File: src/rtl/jt12_pcm_interp_if.sv
// Bundle between the DAC register side and the PCM up-rater.
//
// Handshake: there is no ready. A sample is transferred on every clk where
// clk_en and pcm_wr are both high; pcm must be valid in that cycle. A tick is
// a rising edge of zero seen on clk_en cycles. On the output side out_stb is
// a one-clk qualifier: pcm_out carries a new sample in the cycle it is high
// and holds its value otherwise.
interface jt12_pcm_interp_if #(
  parameter int W = 9
);
  logic                clk_en;
  logic                zero;
  logic signed [W-1:0] pcm;
  logic                pcm_wr;
  logic                auto_en;
  logic [1:0]          rate_sel;
  logic signed [W-1:0] pcm_out;
  logic                out_stb;
  logic [1:0]          rate_det;

  modport master (
    output clk_en, zero, pcm, pcm_wr, auto_en, rate_sel,
    input  pcm_out, out_stb, rate_det
  );

  modport slave (
    input  clk_en, zero, pcm, pcm_wr, auto_en, rate_sel,
    output pcm_out, out_stb, rate_det
  );
endinterface

File: src/rtl/jt12_pcm_interp.sv
// PCM up-rater: linearly interpolates sparse DAC writes up to the FM sample
// tick rate with a factor of 2^sh (sh = 0..MAXSH). The factor is forced by
// rate_sel or derived from the tick count between consecutive writes, and it
// is only latched on a write so an interval never changes rate halfway.
module jt12_pcm_interp #(
  parameter int W     = 9,
  parameter int MAXSH = 3,
  parameter int CNTW  = 4
) (
  input logic               clk,
  input logic               rst_n,
  jt12_pcm_interp_if.slave  bus
);
  // k must hold 2^MAXSH and k+1 without wrapping
  localparam int KW = MAXSH + 2;
  // |p1-p0| * k fits in W+1+MAXSH signed bits
  localparam int PW = W + 1 + MAXSH;
  localparam logic [1:0] MAX2 = 2'(MAXSH);

  logic                last_zero;
  logic signed [W-1:0] p0;
  logic signed [W-1:0] p1;
  logic [KW-1:0]       k;
  logic [CNTW-1:0]     cnt;
  logic [1:0]          sh;

  logic                tick;
  logic                wr;
  logic [1:0]          auto_sh;
  logic [1:0]          req_sh;
  logic [1:0]          new_sh;
  logic [KW-1:0]       kmax;
  logic [KW-1:0]       k_inc;
  logic [KW-1:0]       k_new;
  logic signed [W:0]   d;
  logic signed [PW-1:0] prod;
  logic signed [PW-1:0] step;
  logic signed [W-1:0]  interp;

  assign tick = bus.clk_en & bus.zero & ~last_zero;
  assign wr   = bus.clk_en & bus.pcm_wr;

  // Spacing-to-factor map: the count of ticks since the previous write
  always_comb begin
    auto_sh = 2'd0;
    if (32'(cnt) >= 32'd8)      auto_sh = 2'd3;
    else if (32'(cnt) >= 32'd4) auto_sh = 2'd2;
    else if (32'(cnt) >= 32'd2) auto_sh = 2'd1;
  end

  assign req_sh = bus.auto_en ? auto_sh : bus.rate_sel;
  assign new_sh = (req_sh > MAX2) ? MAX2 : req_sh;

  // Interpolation datapath; the result always lies between p0 and p1
  assign kmax   = KW'(1) << sh;
  assign k_inc  = k + KW'(1);
  assign k_new  = (k_inc > kmax) ? kmax : k_inc;
  assign d      = {p1[W-1], p1} - {p0[W-1], p0};
  assign prod   = PW'(d) * PW'($signed({1'b0, k_new}));
  assign step   = prod >>> sh;
  assign interp = W'(PW'(p0) + step);

  assign bus.rate_det = sh;

  // Sample pair, step index, spacing counter and output register
  always_ff @(posedge clk or negedge rst_n) begin
    if (!rst_n) begin
      last_zero   <= 1'b0;
      p0          <= '0;
      p1          <= '0;
      k           <= '0;
      cnt         <= '0;
      sh          <= 2'd0;
      bus.pcm_out <= '0;
      bus.out_stb <= 1'b0;
    end else begin
      bus.out_stb <= 1'b0;
      if (bus.clk_en) last_zero <= bus.zero;
      if (wr) begin
        // a write wins over a coincident tick and restarts the interval
        p0  <= p1;
        p1  <= bus.pcm;
        k   <= '0;
        cnt <= '0;
        sh  <= new_sh;
        if (tick) begin
          bus.pcm_out <= p1;
          bus.out_stb <= 1'b1;
        end
      end else if (tick) begin
        k           <= k_new;
        bus.pcm_out <= interp;
        bus.out_stb <= 1'b1;
        if (cnt != {CNTW{1'b1}}) cnt <= cnt + CNTW'(1);
      end
    end
  end
endmodule

File: src/flat_wrapper.sv
// flat-port wrapper written by rule: the top's interface ports become plain ports
module jt12_pcm_interp_flat 
#(
  parameter int W     = 9,
  parameter int MAXSH = 3,
  parameter int CNTW  = 4
)
  (clk, rst_n, bus_clk_en, bus_zero, bus_pcm, bus_pcm_wr, bus_auto_en, bus_rate_sel, bus_pcm_out, bus_out_stb, bus_rate_det);
  jt12_pcm_interp_if #(.W(W)) bus_i ();
  input logic clk;
  input logic rst_n;
  input wire logic [$bits(bus_i.clk_en)-1:0] bus_clk_en;
  input wire logic [$bits(bus_i.zero)-1:0] bus_zero;
  input wire logic [$bits(bus_i.pcm)-1:0] bus_pcm;
  input wire logic [$bits(bus_i.pcm_wr)-1:0] bus_pcm_wr;
  input wire logic [$bits(bus_i.auto_en)-1:0] bus_auto_en;
  input wire logic [$bits(bus_i.rate_sel)-1:0] bus_rate_sel;
  output wire logic [$bits(bus_i.pcm_out)-1:0] bus_pcm_out;
  output wire logic [$bits(bus_i.out_stb)-1:0] bus_out_stb;
  output wire logic [$bits(bus_i.rate_det)-1:0] bus_rate_det;
  assign bus_i.clk_en = bus_clk_en;
  assign bus_i.zero = bus_zero;
  assign bus_i.pcm = bus_pcm;
  assign bus_i.pcm_wr = bus_pcm_wr;
  assign bus_i.auto_en = bus_auto_en;
  assign bus_i.rate_sel = bus_rate_sel;
  assign bus_pcm_out = bus_i.pcm_out;
  assign bus_out_stb = bus_i.out_stb;
  assign bus_rate_det = bus_i.rate_det;
  jt12_pcm_interp #(.W(W), .MAXSH(MAXSH), .CNTW(CNTW)) u_core (.clk(clk), .rst_n(rst_n), .bus(bus_i));
endmodule
File: config.mk
export PLATFORM = sky130hd
export DESIGN_NAME = jt12_pcm_interp_flat
export DESIGN_NICKNAME = d
export VERILOG_FILES = /design/src/rtl/jt12_pcm_interp_if.sv /design/src/rtl/jt12_pcm_interp.sv /design/src/flat_wrapper.sv
export SDC_FILE = /design/constraint.sdc
export NUM_CORES = 1
export LEC_CHECK = 0
export CAP_MARGIN = 20
export CORE_ASPECT_RATIO = 0.7
export CORE_MARGIN = 3
export CORE_UTILIZATION = 55
export CTS_BUF_LIST = sky130_fd_sc_hd__clkbuf_8
export DETAILED_ROUTE_END_ITERATION = 6
export PLACE_DENSITY = 0.86
export RECOVER_POWER = 50
export SLEW_MARGIN = 15
export SYNTH_ARGS = -nofsm -noshare
export SYNTH_HDL_FRONTEND = slang
export SYNTH_SLANG_ARGS = --single-unit
File: constraint.sdc
create_clock -name clk -period 11.72 [get_ports clk]
set_clock_uncertainty 0.2 [all_clocks]
set_input_delay 1.758 -clock clk [delete_from_list [all_inputs] [get_ports clk]]
set_output_delay 1.758 -clock clk [all_outputs]
set_load 0.02 [all_outputs]
==> results.tsv, run 1 <==
metric	value	unit
syn_area	0.004098	mm2
initialDrtViolationCount	196	
drv_slew	41	
ant_nets	0	
initial_core_util	58.74	%
met3_usage	3.862	%
ctsResizeCount	0	
status	complete, but fails checks	
finish.instance_area	0.004558	mm2
first_pass_iters	5	
dp_hpwl	7503	um
synthArstFlopShare	100.0	%
hold_viol	0	
areaGrowthSynthToFinish	11.24	%
wl	9584	um
cts_setup_buffers	0	
die_h	78.22	um
track_usage	24.23	%
met1_usage	32.81	%
boundaryPins	29	
routabilityCongestion	0.9038	
setup-violations-final	0	
path_buf_inv	3	
cts_buffer_depth	2	
gr-total-overflow	0	
fin_crit_sh	69.50	%
antenna_found_initial	0	
clkLatencyLatePin	290	ps
row_count	25	
drive_gt1_share	4.094	%
numCtsBuffers	5	
grt_max_degree	41	
final.setup.tns	0	ps
via_per_inst	5.761	
crit_fanout	19	
avgRoutedWirePerCell	15.79	um
cp_slowest_stage_delay	780	ps
gr-max-usage-layer	met2	
num_antenna_cells	0	
htree_levels	2	
cts_hold_buf	0	
placed_area	0.004476	mm2
cts-root-buf	clkbuf_8	
finalNetCount	600	
dr_total_vias	3497	
drv_cap	1	
cts_tree	yes	
ys_types	49	
worstMarginPinSlew	2254	ps
crit_type	register to register	
ys_seq_area_share	24.43	%
clock_sinks	40	
route.detailed.drc	0	
synthFlopType	dfrtp_1	
yosys_warnings	0	
synth_top_cell_by_area	dfrtp_1	
die_x	109.2	um
critical_path_arrival	8170	ps
synthCells	483	
core_area	0.006975	mm2
ys_ff_latch	40	
floorplan.die_area	0.008538	mm2
met2_usage	41.79	%
rsz0062_at_grt	false	
maxSlewHeadroom	-50.29	%
synthTopCellsByArea	dfrtp_1 (24%), ha_1 (14%), fa_1 (12%)	
fmax	122.8	MHz
period_needed	8145	ps
grt_pass1_wl	16600	um
cpLargestDelayFamily	adder cells	
io_buffers	28	
worstPathRequired	11750	ps
synth-edff-count	0	
synth_top_area_share	24.43	%
syn_area_per_cell	8.484	um2
slowest_stage	dfrtp_1	
cp-start-kind	register	
crit_top_cell	nand2_1	
first_global_vias	3636	
clkTransAtPathRegs	80	ps
hp-class	register to register	
violations	max-capacitance violations, max-slew violations	
worstSetupEndpointType	register	
synth_stat cells (4+ instances only):
master	count
o21ai_0	29
ha_1	46
nand2b_1	10
o211ai_1	4
nand2_1	71
nor2_1	54
nor3_1	5
fa_1	25
a21oi_1	18
nor2b_1	7
mux2i_1	5
o21a_1	5
a21o_1	5
xnor2_1	18
a31oi_1	9
dfrtp_1	40
xor2_1	13
clkbuf_1	13
nand3_1	8
inv_1	54
worst register-to-register path, delay by kind of cell, from the launching register on:
kind | cells | cell delay, ps
AO/OA/AOI/OAI | 9 | 2450
XOR/XNOR | 2 | 420
adder cells (fa/ha/maj) | 6 | 2660
buffers and inverters | 3 | 270
flip-flops | 1 | 780
multiplexers | 1 | 300
AND/OR/NAND/NOR | 8 | 1020
worst paths after layout:
| path | start | end | slack, ps | depth (start not counted) |
|---|---|---|---|---|
| min reg2reg | u_core.bus.pcm_out[2] | u_core.bus.pcm_out[2] | 300 | 2 |
| min in group asynchronous | rst_n | u_core.p1[1] | 1930 | 1 |
| max | u_core.bus.rate_det[1] | u_core.bus.pcm_out[8] | 3570 | 29 |
| min | u_core.bus.pcm_out[2] | u_core.bus.pcm_out[2] | 300 | 2 |
| max reg2reg | u_core.bus.rate_det[1] | u_core.bus.pcm_out[8] | 3570 | 29 |
| max in group asynchronous | rst_n | u_core.p0[4] | 8110 | 1 |
sequential cells by signal, indices dropped and copies added (netlist names):
register,flops
u_core.bus.rate_det,2
u_core.last_zero,1
u_core.bus.pcm_out,9
u_core.k,5
u_core.p0,9
u_core.p1,9
u_core.bus.out_stb,1
u_core.cnt,4
stage by stage:
| stage | instances | util (%) | worst slack (ps) | hold slack, ps |
|---|---|---|---|---|
| 2_1_floorplan | 489 | - | 4696 | 258.0 |
| 3_3_place_gp | 599 | 64.16 | 4222 | 274.3 |
| 3_5_place_dp | 599 | 64.16 | 3798 | 276.3 |
| 4_1_cts | 607 | 65.42 | 3721 | 295.5 |
| 5_1_grt | 607 | 65.35 | 2994 | 355.2 |
| 6_report | 607 | 65.35 | 3575 | 295.5 |
kinds of logic (layout without fill, tap and decap cells):
logic type / after synthesis / count (layout) / synth area share, %
AOI/OAI and AO/OA: 89 / 89 / 13.83
xor gates and xnor gates: 32 / 32 / 7.206
adders and majority gates: 71 / 71 / 26.26
buffers and inverters: 69 / 93 / 6.320
DFF: 40 / 40 / 24.43
muxes: 9 / 9 / 3.145
other: 1 / 7 / 0.09152
and+or+nand+nor: 172 / 172 / 18.72
layer usage:
metal | up-vias | share of wire, %
li1 | 1647 | -
met4 | 0 | 0.91
met2 | 128 | 49
met3 | 14 | 5.8
met5 | - | 0
met1 | 1708 | 45
cells in the final DEF (no fill, tap or decap), drive strengths merged, types with 3 or more instances in the layout:
cell type and instances:
nand2b 10, clkinv 4, clkdlybuf4s50 26, xnor2 18, nand2 71, o21a 5, mux2i 5, or2 3
o21ai 29, nand3 8, mux4 3, a21oi 19, conb 7, o211ai 4, dfrtp 40, a31oi 9
inv 54, o21bai 3, nor3 5, a21o 5, nor2b 7, ha 46, fa 25, xor2 13
clkbuf 7, nor2 54
cell type report:
class / count / area [um2]
repair buffers: 30 / 285.3
fillers: 582 / 2417
clock buffers: 5 / 68.82
flip-flops and latches: 40 / 1001
multi-input cells: 380 / 2860
clock inverters: 3 / 18.77
well taps: 94 / 117.6
inverters: 55 / 206.4
Power of run 1 is left out: the tool's default activity adds up to more than one toggle a clock period on the data nets, which glitch-free logic cannot reach.
==> inputs of run 2 (changes only) <==
==> constraint.sdc (replaced) <==
create_clock -name clk -period 8.54 [get_ports clk]
set_clock_uncertainty 0.2 [all_clocks]
set_input_delay 1.281 -clock clk [delete_from_list [all_inputs] [get_ports clk]]
set_output_delay 1.281 -clock clk [all_outputs]
set_load 0.02 [all_outputs]
==> results.tsv, run 2 (synthesis results as in run 1) <==
metric	value	unit	change
status	complete, but fails checks		
violations	max-capacitance violations, max-slew violations		
slowest_stage	fa_1		
initial_core_util	58.74	%	unchanged
wl	9523	um	-0.64%
final_common_cell	nand2_1		
drv_slew	41		unchanged
areaGrowthSynthToFinish	11.42	%	
clock_sinks	40		unchanged
gr-total-overflow	0		unchanged
clkTransAtPathRegs	90	ps	about the same
numCtsBuffers	5		unchanged
final.setup.tns	0	ps	unchanged
dr_total_vias	3440		-1.6%
htree_levels	2		unchanged
cts_buffer_depth	2		unchanged
worstMarginPinSlew	2278	ps	+24.19 ps
core_area	0.006975	mm2	unchanged
cp-start-kind	register		
final_util	65.45	%	+0.11 points
crit_type	register to register		
hold_path_startpoint	u_core.bus.pcm_out[2]		
period_needed	7779	ps	-366.7 ps
path_buf_inv	3		unchanged
first_pass_iters	4		-1
drv_cap	1		unchanged
grt_max_degree	41		unchanged
first_global_vias	3621		-0.41%
fin_crit_sh	91.09	%	+22 points
die_h	78.22	um	unchanged
r2r_setup_slack	760	ps	-2810 ps
hold_viol	0		unchanged
routabilityCongestion	0.9038		unchanged
die_x	109.2	um	unchanged
num_antenna_cells	0		unchanged
dp_hpwl	7473	um	-0.40%
critical_path_arrival	7810	ps	-360 ps
antenna_found_initial	1		+1
startpoint	u_core.k[0]		
via_per_inst	5.667		-1.6%
min_path_cells	2		unchanged
cp_slowest_stage_delay	560	ps	-220 ps
crit_top_cell	ha_1		
worstSetupEndpointType	register		
cts_hold_buf	0		unchanged
io_buffers	28		unchanged
hp-class	register to register		
maxSlewHeadroom	-51.90	%	-1.6 points
worstPathRequired	8570	ps	-3180 ps
reg_top3	u_core.bus.pcm_out (9), u_core.p0 (9), u_core.p1 (9)		
finish.instance_area	0.004566	mm2	+0.16%
crit_fanout	10		-9
rr_startpoint	u_core.k[0]		
final_cell_mix	nand2_1 (71), inv_1 (54), nor2_1 (54)		
placed_area	0.004476	mm2	unchanged
ant_nets	0		unchanged
boundaryPins	29		unchanged
fmax	128.6	MHz	+4.7%
row_count	25		unchanged
drive_gt1_share	4.483	%	+0.39 points
cts-root-buf	clkbuf_8		
hold_end	u_core.bus.pcm_out[2]		
rsz0062_at_grt	false		
avgRoutedWirePerCell	15.69	um	-0.64%
track_usage	24.03	%	-0.20 points
cts_tree	yes		
cpLargestDelayFamily	adder cells		
clkLatencyLatePin	300	ps	about the same
route.detailed.drc	0		unchanged
timing.rr.end	u_core.bus.pcm_out[8]		
setup-violations-final	0		unchanged
grt_pass1_wl	16460	um	-0.83%
hold_slack	298.8	ps	+3.276 ps
floorplan.die_area	0.008538	mm2	unchanged
initialDrtViolationCount	149		-24%
rr_worst_depth	30		+3.4%
finalNetCount	600		unchanged
==> run 2: final cells by class <==
class	count	area (um2)
Multi-Input combinational cell	380	2868
Clock inverter	3	18.77
Timing Repair Buffer	30	285.3
Sequential cell	40	1001
Inverter	55	206.4
Tap cell	94	117.6
Fill cell	593	2410
Clock buffer	5	68.82
==> run 2: worst reg2reg max path, delay by kind of cell, from the launching register on <==
| kind | cells | cell delay [ps] |
|---|---|---|
| adder cells (fa/ha/maj) | 7 | 2820 |
| XOR/XNOR | 3 | 730 |
| buffers and inverters | 3 | 310 |
| flip-flops | 1 | 530 |
| multiplexers | 1 | 290 |
| AO/OA/AOI/OAI | 9 | 2070 |
| AND/OR/NAND/NOR | 7 | 760 |
==> run 2: stage by stage <==
stage                     cells  worst slack, ps
after floorplan             489             1516
after global routing        607            122.6
after detailed placement    599            608.4
after global placement      599             1040
final                       607            761.2
after CTS                   607            582.1
==> run 2: what timing repair did <==
item,4_1_cts,5_1_grt
setup buffers,0,0
resized for setup,0,2
endpoints found under the hold margin,0,0
setup endpoints to repair,0,1
==> run 2: how the worst max path moves through the flow <==
stage,end,depth (start not counted)
finish,u_core.bus.pcm_out[8],30
global route,u_core.bus.pcm_out[8],30
CTS,u_core.bus.pcm_out[8],30
detailed placement,u_core.bus.pcm_out[8],30
global placement,u_core.bus.pcm_out[8],28
floorplan,u_core.bus.pcm_out[8],31
==> run 2: layer usage <==
metal  wire (um)  global-route usage [%]  vias to the layer above
li1            -                       -                     1647
met1        4224                   32.68                     1655
met2        4529                   39.95                      116
met3         620                   4.848                       20
met4         140                   4.666                        2
met5           8                       0                        -
Power of run 2 is left out for the same reason.
==> inputs of run 3 (changes only) <==
--- a/config.mk
+++ b/config.mk
@@ -6,7 +6,7 @@
 export NUM_CORES = 1
 export LEC_CHECK = 0
 export CAP_MARGIN = 20
-export CORE_ASPECT_RATIO = 0.7
+export CORE_ASPECT_RATIO = 1.5
 export CORE_MARGIN = 3
 export CORE_UTILIZATION = 55
 export CTS_BUF_LIST = sky130_fd_sc_hd__clkbuf_8
==> results.tsv, run 3 (synthesis results as in run 1) <==
metric	value	unit	change
cpLargestDelayFamily	adder cells		
finalNetCount	599		-0.17%
grt_pass1_wl	16370	um	-0.55%
cp-start-kind	register		
row_count	37		+48%
worstSetupEndpointType	register		
rsz0062_at_grt	false		
cp_slowest_stage_delay	780	ps	+220 ps
route.detailed.drc	0		unchanged
gr-total-overflow	0		unchanged
path_buf_inv	3		unchanged
via_per_inst	5.596		-1.3%
maxSlewHeadroom	-40.86	%	+11 points
drv_cap	1		unchanged
hold_viol	0		unchanged
first_global_vias	3548		-2.0%
crit_type	register to register		
worstPathRequired	8540	ps	-30 ps
drive_gt1_share	3.906	%	-0.58 points
clkLatencyLatePin	300	ps	about the same
clkTransAtPathRegs	80	ps	about the same
areaGrowthSynthToFinish	11.39	%	about the same
critical_path_arrival	7880	ps	+70 ps
final_util	64.86	%	-0.59 points
setup-violations-final	0		unchanged
floorplan.die_area	0.008543	mm2	about the same
worstMarginPinSlew	2113	ps	-165.5 ps
io_buffers	28		unchanged
place_ws	544.9	ps	-63.48 ps
slowest_stage	dfrtp_1		
fmax	126.8	MHz	-1.3%
status	complete, but fails checks		
wl	9312	um	-2.2%
core_area	0.007037	mm2	+0.88%
antenna_found_initial	0		-1
dr_total_vias	3408		-0.93%
initial_core_util	58.23	%	-0.51 points
violations	max-capacitance violations, max-slew violations		
timing.final.ws_setup	654.8	ps	-106.4 ps
drv_slew	41		unchanged
fin_crit_sh	92.33	%	+1.2 points
routabilityCongestion	0.9003		-0.39%
htree_levels	2		unchanged
num_antenna_cells	0		unchanged
final_common_cell	nand2_1		
cts_tree	yes		
numCtsBuffers	5		unchanged
crit_top_cell	nand2_1		
initialDrtViolationCount	203		+36%
die_h	111.7	um	+43%
crit_fanout	19		+9
first_pass_iters	7		+3
reg_top3	u_core.bus.pcm_out (9), u_core.p0 (9), u_core.p1 (9)		
final.setup.tns	0	ps	unchanged
track_usage	23.46	%	-0.57 points
cts_hold_buf	0		unchanged
cts-root-buf	clkbuf_8		
die_x	76.48	um	-30%
period_needed	7885	ps	+106.4 ps
hp-class	register to register		
grt_max_degree	41		unchanged
final_cell_mix	nand2_1 (71), inv_1 (56), nor2_1 (54)		
clock_sinks	40		unchanged
boundaryPins	29		unchanged
cts_setup_buffers	0		unchanged
ant_nets	0		unchanged
dp_hpwl	7227	um	-3.3%
avgRoutedWirePerCell	15.29	um	-2.5%
cts_buffer_depth	2		unchanged
## run 3: final cells by class
class,instances,area (um2)
multi-input combinational,380,2868
clock buffer,6,82.58
timing repair buffer,29,277.8
inverter,55,206.4
tap,97,121.4
clock inverter,2,7.507
sequential,40,1001
fill,594,2472
## run 3: through the flow
stage	hold slack (ps)	std cells	instance area, um2
floorplan	258.0	489	4120
global placement	266.9	601	4472
detailed placement	276.6	601	4472
CTS	309.3	609	4562
global route	339.9	609	4564
finish	308.0	609	4564
## run 3: path summary, 6_finish.rpt
kind / cells after the start / start / slack [ps] / end
min in group asynchronous: 1 / rst_n / 1380 / u_core.bus.pcm_out[2]
setup / recovery: 29 / u_core.bus.rate_det[1] / 650 / u_core.bus.pcm_out[8]
hold / removal: 1 / u_core.bus.pcm_out[6] / 310 / u_core.bus.pcm_out[6]
setup reg to reg: 29 / u_core.bus.rate_det[1] / 650 / u_core.bus.pcm_out[8]
hold reg to reg: 1 / u_core.bus.pcm_out[6] / 310 / u_core.bus.pcm_out[6]
max in group asynchronous: 1 / rst_n / 5550 / u_core.p1[3]
## run 3: routing by layer
metal	track usage, %	vias to the layer above	routed length, um
li1	-	1651	-
met1	28.59	1670	3893
met2	42.51	72	4900
met3	2.589	15	303
met4	8.464	0	215
met5	0	-	0
## run 3: repair_timing
action                                  4_1_cts  5_1_grt
gates resized for setup                       0        2
endpoints found under the setup margin        0        1
endpoints found under the hold margin         0        0
Power of run 3 is left out for the same reason.
